## src/rtl/qspis_pkg.sv

```systemverilog
// Shared types and constants for the QSPI slave Wishbone guard stage.
package qspis_pkg;

    localparam int unsigned ADR_W = 32;
    localparam int unsigned DAT_W = 32;
    localparam int unsigned SEL_W = 4;
    localparam int unsigned CNT_W = 8;

    localparam logic [DAT_W-1:0] TMO_RDATA_DEF = 32'hDEAD_0BAD;

    typedef enum logic [1:0] {
        ST_IDLE  = 2'd0,
        ST_REQ   = 2'd1,
        ST_RESP  = 2'd2,
        ST_DRAIN = 2'd3
    } state_e;

endpackage

```

## src/rtl/qspis_wb_guard.sv

```systemverilog
// Registered Wishbone guard between the QSPI bridge and the interconnect:
// forwards single-beat requests, aborts unanswered ones and keeps timeout stats.
module qspis_wb_guard
    import qspis_pkg::*;
#(
    parameter int unsigned       TIMEOUT   = 255,
    parameter logic [DAT_W-1:0]  TMO_RDATA = TMO_RDATA_DEF
) (
    input  logic             sys_clk,
    input  logic             rst,
    input  logic             s_cyc_i,
    input  logic             s_stb_i,
    input  logic [ADR_W-1:0] s_adr_i,
    input  logic             s_we_i,
    input  logic [DAT_W-1:0] s_dat_i,
    input  logic [SEL_W-1:0] s_sel_i,
    output logic [DAT_W-1:0] s_dat_o,
    output logic             s_ack_o,
    output logic             s_err_o,
    output logic             m_cyc_o,
    output logic             m_stb_o,
    output logic [ADR_W-1:0] m_adr_o,
    output logic             m_we_o,
    output logic [DAT_W-1:0] m_dat_o,
    output logic [SEL_W-1:0] m_sel_o,
    input  logic [DAT_W-1:0] m_dat_i,
    input  logic             m_ack_i,
    input  logic             m_err_i,
    input  logic             clr_i,
    output logic             tmo_flag_o,
    output logic [CNT_W-1:0] tmo_cnt_o,
    output logic [ADR_W-1:0] tmo_adr_o
);

    localparam logic [CNT_W-1:0] WAIT_LAST = CNT_W'(TIMEOUT - 1);
    localparam logic [CNT_W-1:0] CNT_MAX   = '1;

    state_e             state_q,    state_d;
    logic [CNT_W-1:0]   wait_q,     wait_d;
    logic               m_cyc_q,    m_cyc_d;
    logic               m_stb_q,    m_stb_d;
    logic [ADR_W-1:0]   m_adr_q,    m_adr_d;
    logic               m_we_q,     m_we_d;
    logic [DAT_W-1:0]   m_dat_q,    m_dat_d;
    logic [SEL_W-1:0]   m_sel_q,    m_sel_d;
    logic [DAT_W-1:0]   s_dat_q,    s_dat_d;
    logic               s_ack_q,    s_ack_d;
    logic               s_err_q,    s_err_d;
    logic               tmo_flag_q, tmo_flag_d;
    logic [CNT_W-1:0]   tmo_cnt_q,  tmo_cnt_d;
    logic [ADR_W-1:0]   tmo_adr_q,  tmo_adr_d;
    logic               tmo_evt;

    // Request FSM; downstream responses are only honoured while in REQ.
    always_comb begin
        state_d = state_q;
        wait_d  = wait_q;
        m_cyc_d = m_cyc_q;
        m_stb_d = m_stb_q;
        m_adr_d = m_adr_q;
        m_we_d  = m_we_q;
        m_dat_d = m_dat_q;
        m_sel_d = m_sel_q;
        s_dat_d = s_dat_q;
        s_ack_d = 1'b0;
        s_err_d = 1'b0;
        tmo_evt = 1'b0;

        case (state_q)
            ST_IDLE: begin
                if (s_cyc_i && s_stb_i) begin
                    m_adr_d = s_adr_i;
                    m_we_d  = s_we_i;
                    m_dat_d = s_dat_i;
                    m_sel_d = s_sel_i;
                    m_cyc_d = 1'b1;
                    m_stb_d = 1'b1;
                    wait_d  = '0;
                    state_d = ST_REQ;
                end
            end
            ST_REQ: begin
                if (m_err_i) begin
                    m_cyc_d = 1'b0;
                    m_stb_d = 1'b0;
                    s_err_d = 1'b1;
                    s_dat_d = m_dat_i;
                    state_d = ST_RESP;
                end else if (m_ack_i) begin
                    m_cyc_d = 1'b0;
                    m_stb_d = 1'b0;
                    s_ack_d = 1'b1;
                    s_dat_d = m_dat_i;
                    state_d = ST_RESP;
                end else if (wait_q == WAIT_LAST) begin
                    m_cyc_d = 1'b0;
                    m_stb_d = 1'b0;
                    s_err_d = 1'b1;
                    s_dat_d = TMO_RDATA;
                    tmo_evt = 1'b1;
                    state_d = ST_RESP;
                end else if (!s_cyc_i) begin
                    m_cyc_d = 1'b0;
                    m_stb_d = 1'b0;
                    state_d = ST_IDLE;
                end else begin
                    wait_d = wait_q + CNT_W'(1);
                end
            end
            ST_RESP: begin
                state_d = s_stb_i ? ST_DRAIN : ST_IDLE;
            end
            ST_DRAIN: begin
                // Swallow a strobe the upstream master drops late.
                if (!s_stb_i) begin
                    state_d = ST_IDLE;
                end
            end
            default: state_d = ST_IDLE;
        endcase
    end

    // Timeout statistics; a timeout in the same cycle as clr_i wins.
    always_comb begin
        tmo_flag_d = tmo_flag_q;
        tmo_cnt_d  = tmo_cnt_q;
        tmo_adr_d  = tmo_adr_q;
        if (tmo_evt) begin
            tmo_flag_d = 1'b1;
            tmo_adr_d  = m_adr_q;
            if (clr_i) begin
                tmo_cnt_d = CNT_W'(1);
            end else if (tmo_cnt_q != CNT_MAX) begin
                tmo_cnt_d = tmo_cnt_q + CNT_W'(1);
            end
        end else if (clr_i) begin
            tmo_flag_d = 1'b0;
            tmo_cnt_d  = '0;
        end
    end

    always_ff @(posedge sys_clk or posedge rst) begin
        if (rst) begin
            state_q    <= ST_IDLE;
            wait_q     <= '0;
            m_cyc_q    <= 1'b0;
            m_stb_q    <= 1'b0;
            m_adr_q    <= '0;
            m_we_q     <= 1'b0;
            m_dat_q    <= '0;
            m_sel_q    <= '0;
            s_dat_q    <= '0;
            s_ack_q    <= 1'b0;
            s_err_q    <= 1'b0;
            tmo_flag_q <= 1'b0;
            tmo_cnt_q  <= '0;
            tmo_adr_q  <= '0;
        end else begin
            state_q    <= state_d;
            wait_q     <= wait_d;
            m_cyc_q    <= m_cyc_d;
            m_stb_q    <= m_stb_d;
            m_adr_q    <= m_adr_d;
            m_we_q     <= m_we_d;
            m_dat_q    <= m_dat_d;
            m_sel_q    <= m_sel_d;
            s_dat_q    <= s_dat_d;
            s_ack_q    <= s_ack_d;
            s_err_q    <= s_err_d;
            tmo_flag_q <= tmo_flag_d;
            tmo_cnt_q  <= tmo_cnt_d;
            tmo_adr_q  <= tmo_adr_d;
        end
    end

    assign s_dat_o    = s_dat_q;
    assign s_ack_o    = s_ack_q;
    assign s_err_o    = s_err_q;
    assign m_cyc_o    = m_cyc_q;
    assign m_stb_o    = m_stb_q;
    assign m_adr_o    = m_adr_q;
    assign m_we_o     = m_we_q;
    assign m_dat_o    = m_dat_q;
    assign m_sel_o    = m_sel_q;
    assign tmo_flag_o = tmo_flag_q;
    assign tmo_cnt_o  = tmo_cnt_q;
    assign tmo_adr_o  = tmo_adr_q;

endmodule
```

## config.mk

```make
export PLATFORM = sky130hd
export DESIGN_NAME = qspis_wb_guard
export DESIGN_NICKNAME = d
export VERILOG_FILES = /design/src/rtl/qspis_pkg.sv /design/src/rtl/qspis_wb_guard.sv
export SDC_FILE = /design/constraint.sdc
export NUM_CORES = 1
export LEC_CHECK = 0
export ABC_CLOCK_PERIOD_IN_PS = 7850
export CORE_UTILIZATION = 46
export DETAILED_ROUTE_END_ITERATION = 7
export GPL_TIMING_DRIVEN = 0
export PLACE_DENSITY = 0.89
export SKIP_LAST_GASP = 1
export SYNTH_ARGS = -nofsm -noshare
export SYNTH_HDL_FRONTEND = slang
export SYNTH_SLANG_ARGS = --single-unit
```

## constraint.sdc

```tcl
create_clock -name sys_clk -period 7.85 [get_ports sys_clk]
set_input_delay 0.785 -clock sys_clk [delete_from_list [all_inputs] [get_ports sys_clk]]
set_output_delay 0.785 -clock sys_clk [all_outputs]
set_load 0.01 [all_outputs]
```

; Word-level counts from Yosys, hierarchy flattened
; Cells that the tools add are included.
[totals]
regBits = 155
in_bits = 108
output_inout_bits = 146
elab_cells = 77
[classes]
add_sub_neg = 2
eq_ne = 12
mux = 38
n_reduce_logical = 12
[op_table]
columns = operator, count
row1 = $mux 32, 3
row2 = $mux 8, 9
row3 = $add 8x1->8 const B, 2
row4 = $mux 1, 16
row5 = $pmux 8 s2, 1
row6 = $mux 2, 7
row7 = $ne 2x2->1 const B, 6
row8 = $eq 8x8->1 const B, 1
row9 = $ne 8x8->1 const B, 1
row10 = $pmux 2 s4, 1
row11 = $reduce_and 2->1, 3
row12 = $reduce_and 3->1, 2
row13 = $reduce_and 6->1, 1
row14 = $reduce_bool 2->1, 3
row15 = $ne 5x5->1 const B, 1
row16 = $eq 2x2->1 const B, 2
row17 = $reduce_bool 3->1, 1
row18 = $eq 2x1->1 const B, 1
row19 = $logic_not 2->1, 1
row20 = $pmux 1 s2, 1
row21 = $logic_and 1x1->1, 1

; Longest topological paths before layout
[depth]
depth_word = 7
depth_mapped = 9
mapped_depth_nobuf = 6

; Worst setup path after synthesis
; OpenSTA, ideal clock, no wires.
[synth_path]
kind = in2reg
from = in m_err_i
to = reg tmo_cnt_q[5] (netlist: tmo_cnt_o[5])
setup_ns = 0.078
arrival_ns = 2.386
t_required_ns = 7.772
setup_slack_ns = 5.386
path_stages = 5
path_buffers = 1
path_cell_list = or4b_1 -> or3_1 -> buf_2 -> or4b_1 -> a21oi_1
[synth_between]
elab_chain_len = 4
word_cells_on_any_way = 5
classes_between = mux: 3 / reduce/logical: 2
[synth_rtl]
columns = element, line_no
row1 = from (decl), qspis_wb_guard.sv:28  ; input logic m_err_i,
row2 = $mux 1 *, qspis_wb_guard.sv:83  ; if (m_err_i) begin
row3 = $mux 1 *, qspis_wb_guard.sv:69  ; case (state_q)
row4 = $reduce_bool 2->1 (no line), -
row5 = $reduce_and 2->1 (no line), -
row6 = to (signal assigned), qspis_wb_guard.sv:171  ; tmo_cnt_q <= tmo_cnt_d;
row7 = to (decl), qspis_wb_guard.sv:50  ; logic [CNT_W-1:0] tmo_cnt_q, tmo_cnt_d;
; Mark *: on every way between the ends. The rest lies on a longest branch, timed or not.
; A chain may end at the register's enable or synchronous reset.

; Worst setup path in the final report
[layout_path]
from = in m_err_i
to = reg tmo_adr_q[18] (netlist: tmo_adr_o[18])
[layout_between]
elab_chain_len = 2
[layout_rtl]
columns = element, line_no
row1 = $mux 1, qspis_wb_guard.sv:83
row2 = $mux 1, qspis_wb_guard.sv:69
row3 = to (signal assigned), qspis_wb_guard.sv:172  ; tmo_adr_q <= tmo_adr_d;
row4 = to (decl), qspis_wb_guard.sv:51  ; logic [ADR_W-1:0] tmo_adr_q, tmo_adr_d;
; No other way between the ends.

==> flow_metrics.env <==
export IMPL_outcome="complete, no violations"
export IMPL_whs_endpoint="tmo_adr_o[9]$_DFFE_PP0P_"
export IMPL_detail_route_wl_per_cell_um=17.2
export IMPL_cts_setup_buffers=0
export IMPL_internal_power_mw=2.15
export IMPL_core_area_um2=12700
export IMPL_die_x_um=117
export IMPL_drt_iter0_markers=176
export IMPL_place_detailed_hpwl_um=11700
export IMPL_syn_instance_count=482
export IMPL_synthAdderAreaFrac_pct=0.621
export IMPL_netlist_area_um2=6040
export IMPL_worst_hold_startpoint="tmo_adr_o[9]$_DFFE_PP0P_"
export IMPL_timing_worst_slew_pin_value_ns=0.758
export IMPL_wire_length_of_the_first_global_routing_pass_um=25400
export IMPL_timing_critical_path_to_type="register"
export IMPL_synth_sequential_area_ratio_pct=64.2
export IMPL_seq_power_share_pct=40.0
export IMPL_h_tree_depth=4
export IMPL_via_per_inst=5.20
export IMPL_worst_path_max_fanout=10
export IMPL_drt_pass1_iter_count=4
export IMPL_yosys_area_share_simple_pct=10.6
export IMPL_num_vias=4890
export IMPL_rsz0062_at_grt="no"
export IMPL_syn_to_final_growth_pct=55.8
export IMPL_cts_hold_buf=0
export IMPL_largest_net_degree_at_the_start_of_global_routing=86
export IMPL_fp_dieArea_um2=13600
export IMPL_min_delay_path_class="register to register"
export IMPL_synth_async_reset_ratio_pct=100
export IMPL_finalCriticalPeriod_ns=2.99
export IMPL_power_net_switching_uw=834
export IMPL_crit_type="input port to register"
export IMPL_gpl_final_weighted_congestion=0.850
export IMPL_worstSetupStartpointType="input port"
export IMPL_yosys_area_share_xor_xnor_pct=0
export IMPL_synth_main_ff_cell="dfrtp_1"
export IMPL_timing_hold_worst_path_depth=2
export IMPL_worst_r2r_setup_slack_ns=5.25
export IMPL_clock_path_buffers=2
export IMPL_routed_wirelength_um=16200
export IMPL_num_antenna_cells=0
export IMPL_timing_setup_tns_ns=0
export IMPL_fin_worst_skew_ns=0.00905
export IMPL_fp_dieH_um=117
export IMPL_cts_clk_slew_worst_paths_ns=0.06
export IMPL_power_per_cell_area_nw_per_um2=317
export IMPL_synth_net_count=593
export IMPL_starting_density_pct=47.5
export IMPL_max_cap_violations=0
export IMPL_overflow=0
export IMPL_finalSetupViolCount=0
export IMPL_detail_route_antenna_nets=0
export IMPL_power_static_leakage_nw=4.03
export IMPL_cts_made_buffers=17
export IMPL_beginning_of_the_worst_register_to_register_path="state_q[1]$_DFFE_PP0P_"
export IMPL_combinational_family_with_the_most_area_after_synthesis="multiplexers"
export IMPL_ctsResizeCount=0
export IMPL_first_global_vias=5172
export IMPL_globalRouteTotalUtil_pct=24.9
export IMPL_post_synth_top_area_fraction_pct=64.2
export IMPL_final_layout_size_suffix_gt1_share_pct=14.2
export IMPL_hold_violations_final=0
export IMPL_comb_power_share_pct=33.0
export IMPL_clkPwrFrac_pct=27.0
export IMPL_design_portCount=254
export IMPL_timing_max_slew_rel_slack_pct=49.4
export IMPL_drc=0
export IMPL_cts_tree="built"
export IMPL_fin_total_pwr_mw=2.98
export IMPL_antenna_violations_before_repair=0
export IMPL_cp_data_arrival_time_ns=3.35
export IMPL_fmax_ghz=0.335
export IMPL_root_buffer="clkbuf_16"
export IMPL_placementRows=41
export IMPL_yosysTopAreaCell="dfrtp_1"
export IMPL_place_port_buffers=252
export IMPL_cp_required_ns=8.21
export IMPL_fin_nets=866
export IMPL_r2r_end="tmo_adr_o[18]$_DFFE_PP0P_"
export IMPL_power_switching_share_pct=27.9
export IMPL_ys_warnings_count=0
export IMPL_synthMuxAreaShare_pct=13.2
export IMPL_post_synth_num_cell_types=46
export IMPL_irDropWorstVdd_uv=208
export IMPL_report_final_slew_viol_count=0
export IMPL_timing_reg2reg_worst_path_depth=6
export IMPL_synth_edff_count=0
export IMPL_fin_crit_sh_pct=38.1
export IMPL_post_synth_main_area_contributors="dfrtp_1, mux2_2, nand2_1"
export IMPL_clock_latency_ns=0.43
export IMPL_ys_seq_elements=155
export IMPL_clock_sink_count=155
export IMPL_syn_area_per_cell_um2=12.5
export IMPL_synth_compound_area_share_pct=9.38
worst max-delay path, cell delays in order:
cell and delay [ns]:
clkdlybuf4s50_1 0.50, or4b_1 0.61, nor3_1 0.30, clkbuf_1 0.49, clkbuf_1 0.45, nand2_1 0.11
nand2_1 0.09
cells by family after synthesis:
| group | Yosys count |
|---|---|
| buf+inv | 31 |
| compound gates | 74 |
| fa+ha+maj | 3 |
| mux | 71 |
| simple gates | 148 |
| flops | 155 |
flip-flops by register name, indices dropped and copies added (netlist names), 2 cells and up:
register,count
m_adr_o,32
m_dat_o,32
m_sel_o,4
s_dat_o,32
state_q,2
tmo_adr_o,32
tmo_cnt_o,8
wait_q,8
power groups by stage:
stage | logic, mW | registers [mW] | clock network, mW
2_1_floorplan | 0.277 | 1.29 | 0
3_3_place_gp | 0.959 | 1.18 | 0
3_5_place_dp | 0.987 | 1.20 | 0
4_1_cts | 0.997 | 1.19 | 0.817
5_1_grt | 1.05 | 1.22 | 0.852
6_report | 0.985 | 1.19 | 0.807
cell type report:
class,count,area (um2)
Multi-Input combinational cell,296,2050
Inverter,6,27.5
Tap cell,172,215
Fill cell,879,3310
Clock buffer,21,470
Timing Repair Buffer,254,2560
Clock inverter,11,119
Sequential cell,155,3880
Buffer,25,98.8
worst max path at each step:
| stage | startpoint | endpoint | cells past startpoint |
|---|---|---|---|
| 3_3_place_gp | rst | m_adr_o[27]$_DFFE_PP0P_ | 2 |
| 4_1_cts | m_err_i | tmo_adr_o[18]$_DFFE_PP0P_ | 7 |
| 5_1_grt | m_err_i | tmo_adr_o[28]$_DFFE_PP0P_ | 7 |
| 6_report | m_err_i | tmo_adr_o[18]$_DFFE_PP0P_ | 7 |
| 2_1_floorplan | rst | m_adr_o[0]$_DFFE_PP0P_ | 1 |
| 3_5_place_dp | m_err_i | tmo_adr_o[18]$_DFFE_PP0P_ | 7 |
layer usage:
metal	vias to the layer above	share of wire [%]	GRT usage [%]
li1	2246	-	-
met1	2411	37	26.8
met2	197	52	43.7
met3	36	8.6	9.19
met4	0	2.5	11.3
met5	-	0	0
metrics by stage:
| step | area (um2) | worst slack [ns] | hold slack (ns) | instances | util [%] |
|---|---|---|---|---|---|
| global placement | 8780 | 1.12 | 0.458 | 906 | 69.0 |
| detailed placement | 8830 | 4.52 | 0.467 | 908 | 69.4 |
| global route | 9420 | 4.71 | 0.504 | 940 | 74.0 |
| CTS | 9420 | 4.92 | 0.484 | 940 | 74.0 |
| finish | 9420 | 4.86 | 0.480 | 940 | 74.0 |
| floorplan | 6040 | 2.89 | 0.465 | 482 | - |
cell usage after synthesis (3+ instances only):
| master | count |
|---|---|
| dfrtp_1 | 155 |
| ha_1 | 3 |
| mux2_2 | 70 |
| a31oi_1 | 5 |
| a22o_1 | 13 |
| o22a_1 | 20 |
| nor2b_1 | 3 |
| clkbuf_1 | 21 |
| nand3_1 | 8 |
| nor2_1 | 10 |
| nand4_1 | 4 |
| a21oi_1 | 10 |
| inv_1 | 6 |
| o21ai_0 | 7 |
| nand2_1 | 107 |
placed cells by master, fill, tap and decap left out, drive strengths merged, types with 3 or more instances in the layout:
cell | synthesis | final
o22a | 20 | 20
mux2 | 70 | 70
ha | 3 | 3
nor2b | 3 | 3
clkdlybuf4s50 | 0 | 252
nand3 | 8 | 8
clkinv | 0 | 8
a22o | 13 | 13
o21ai | 8 | 8
inv | 6 | 6
nand4 | 4 | 4
clkbuf | 21 | 42
nor2 | 10 | 10
a31oi | 5 | 5
dfrtp | 155 | 155
nand2 | 107 | 107
buf | 4 | 6
a21oi | 10 | 10
Note: power is estimated with default switching activity, not from simulation.
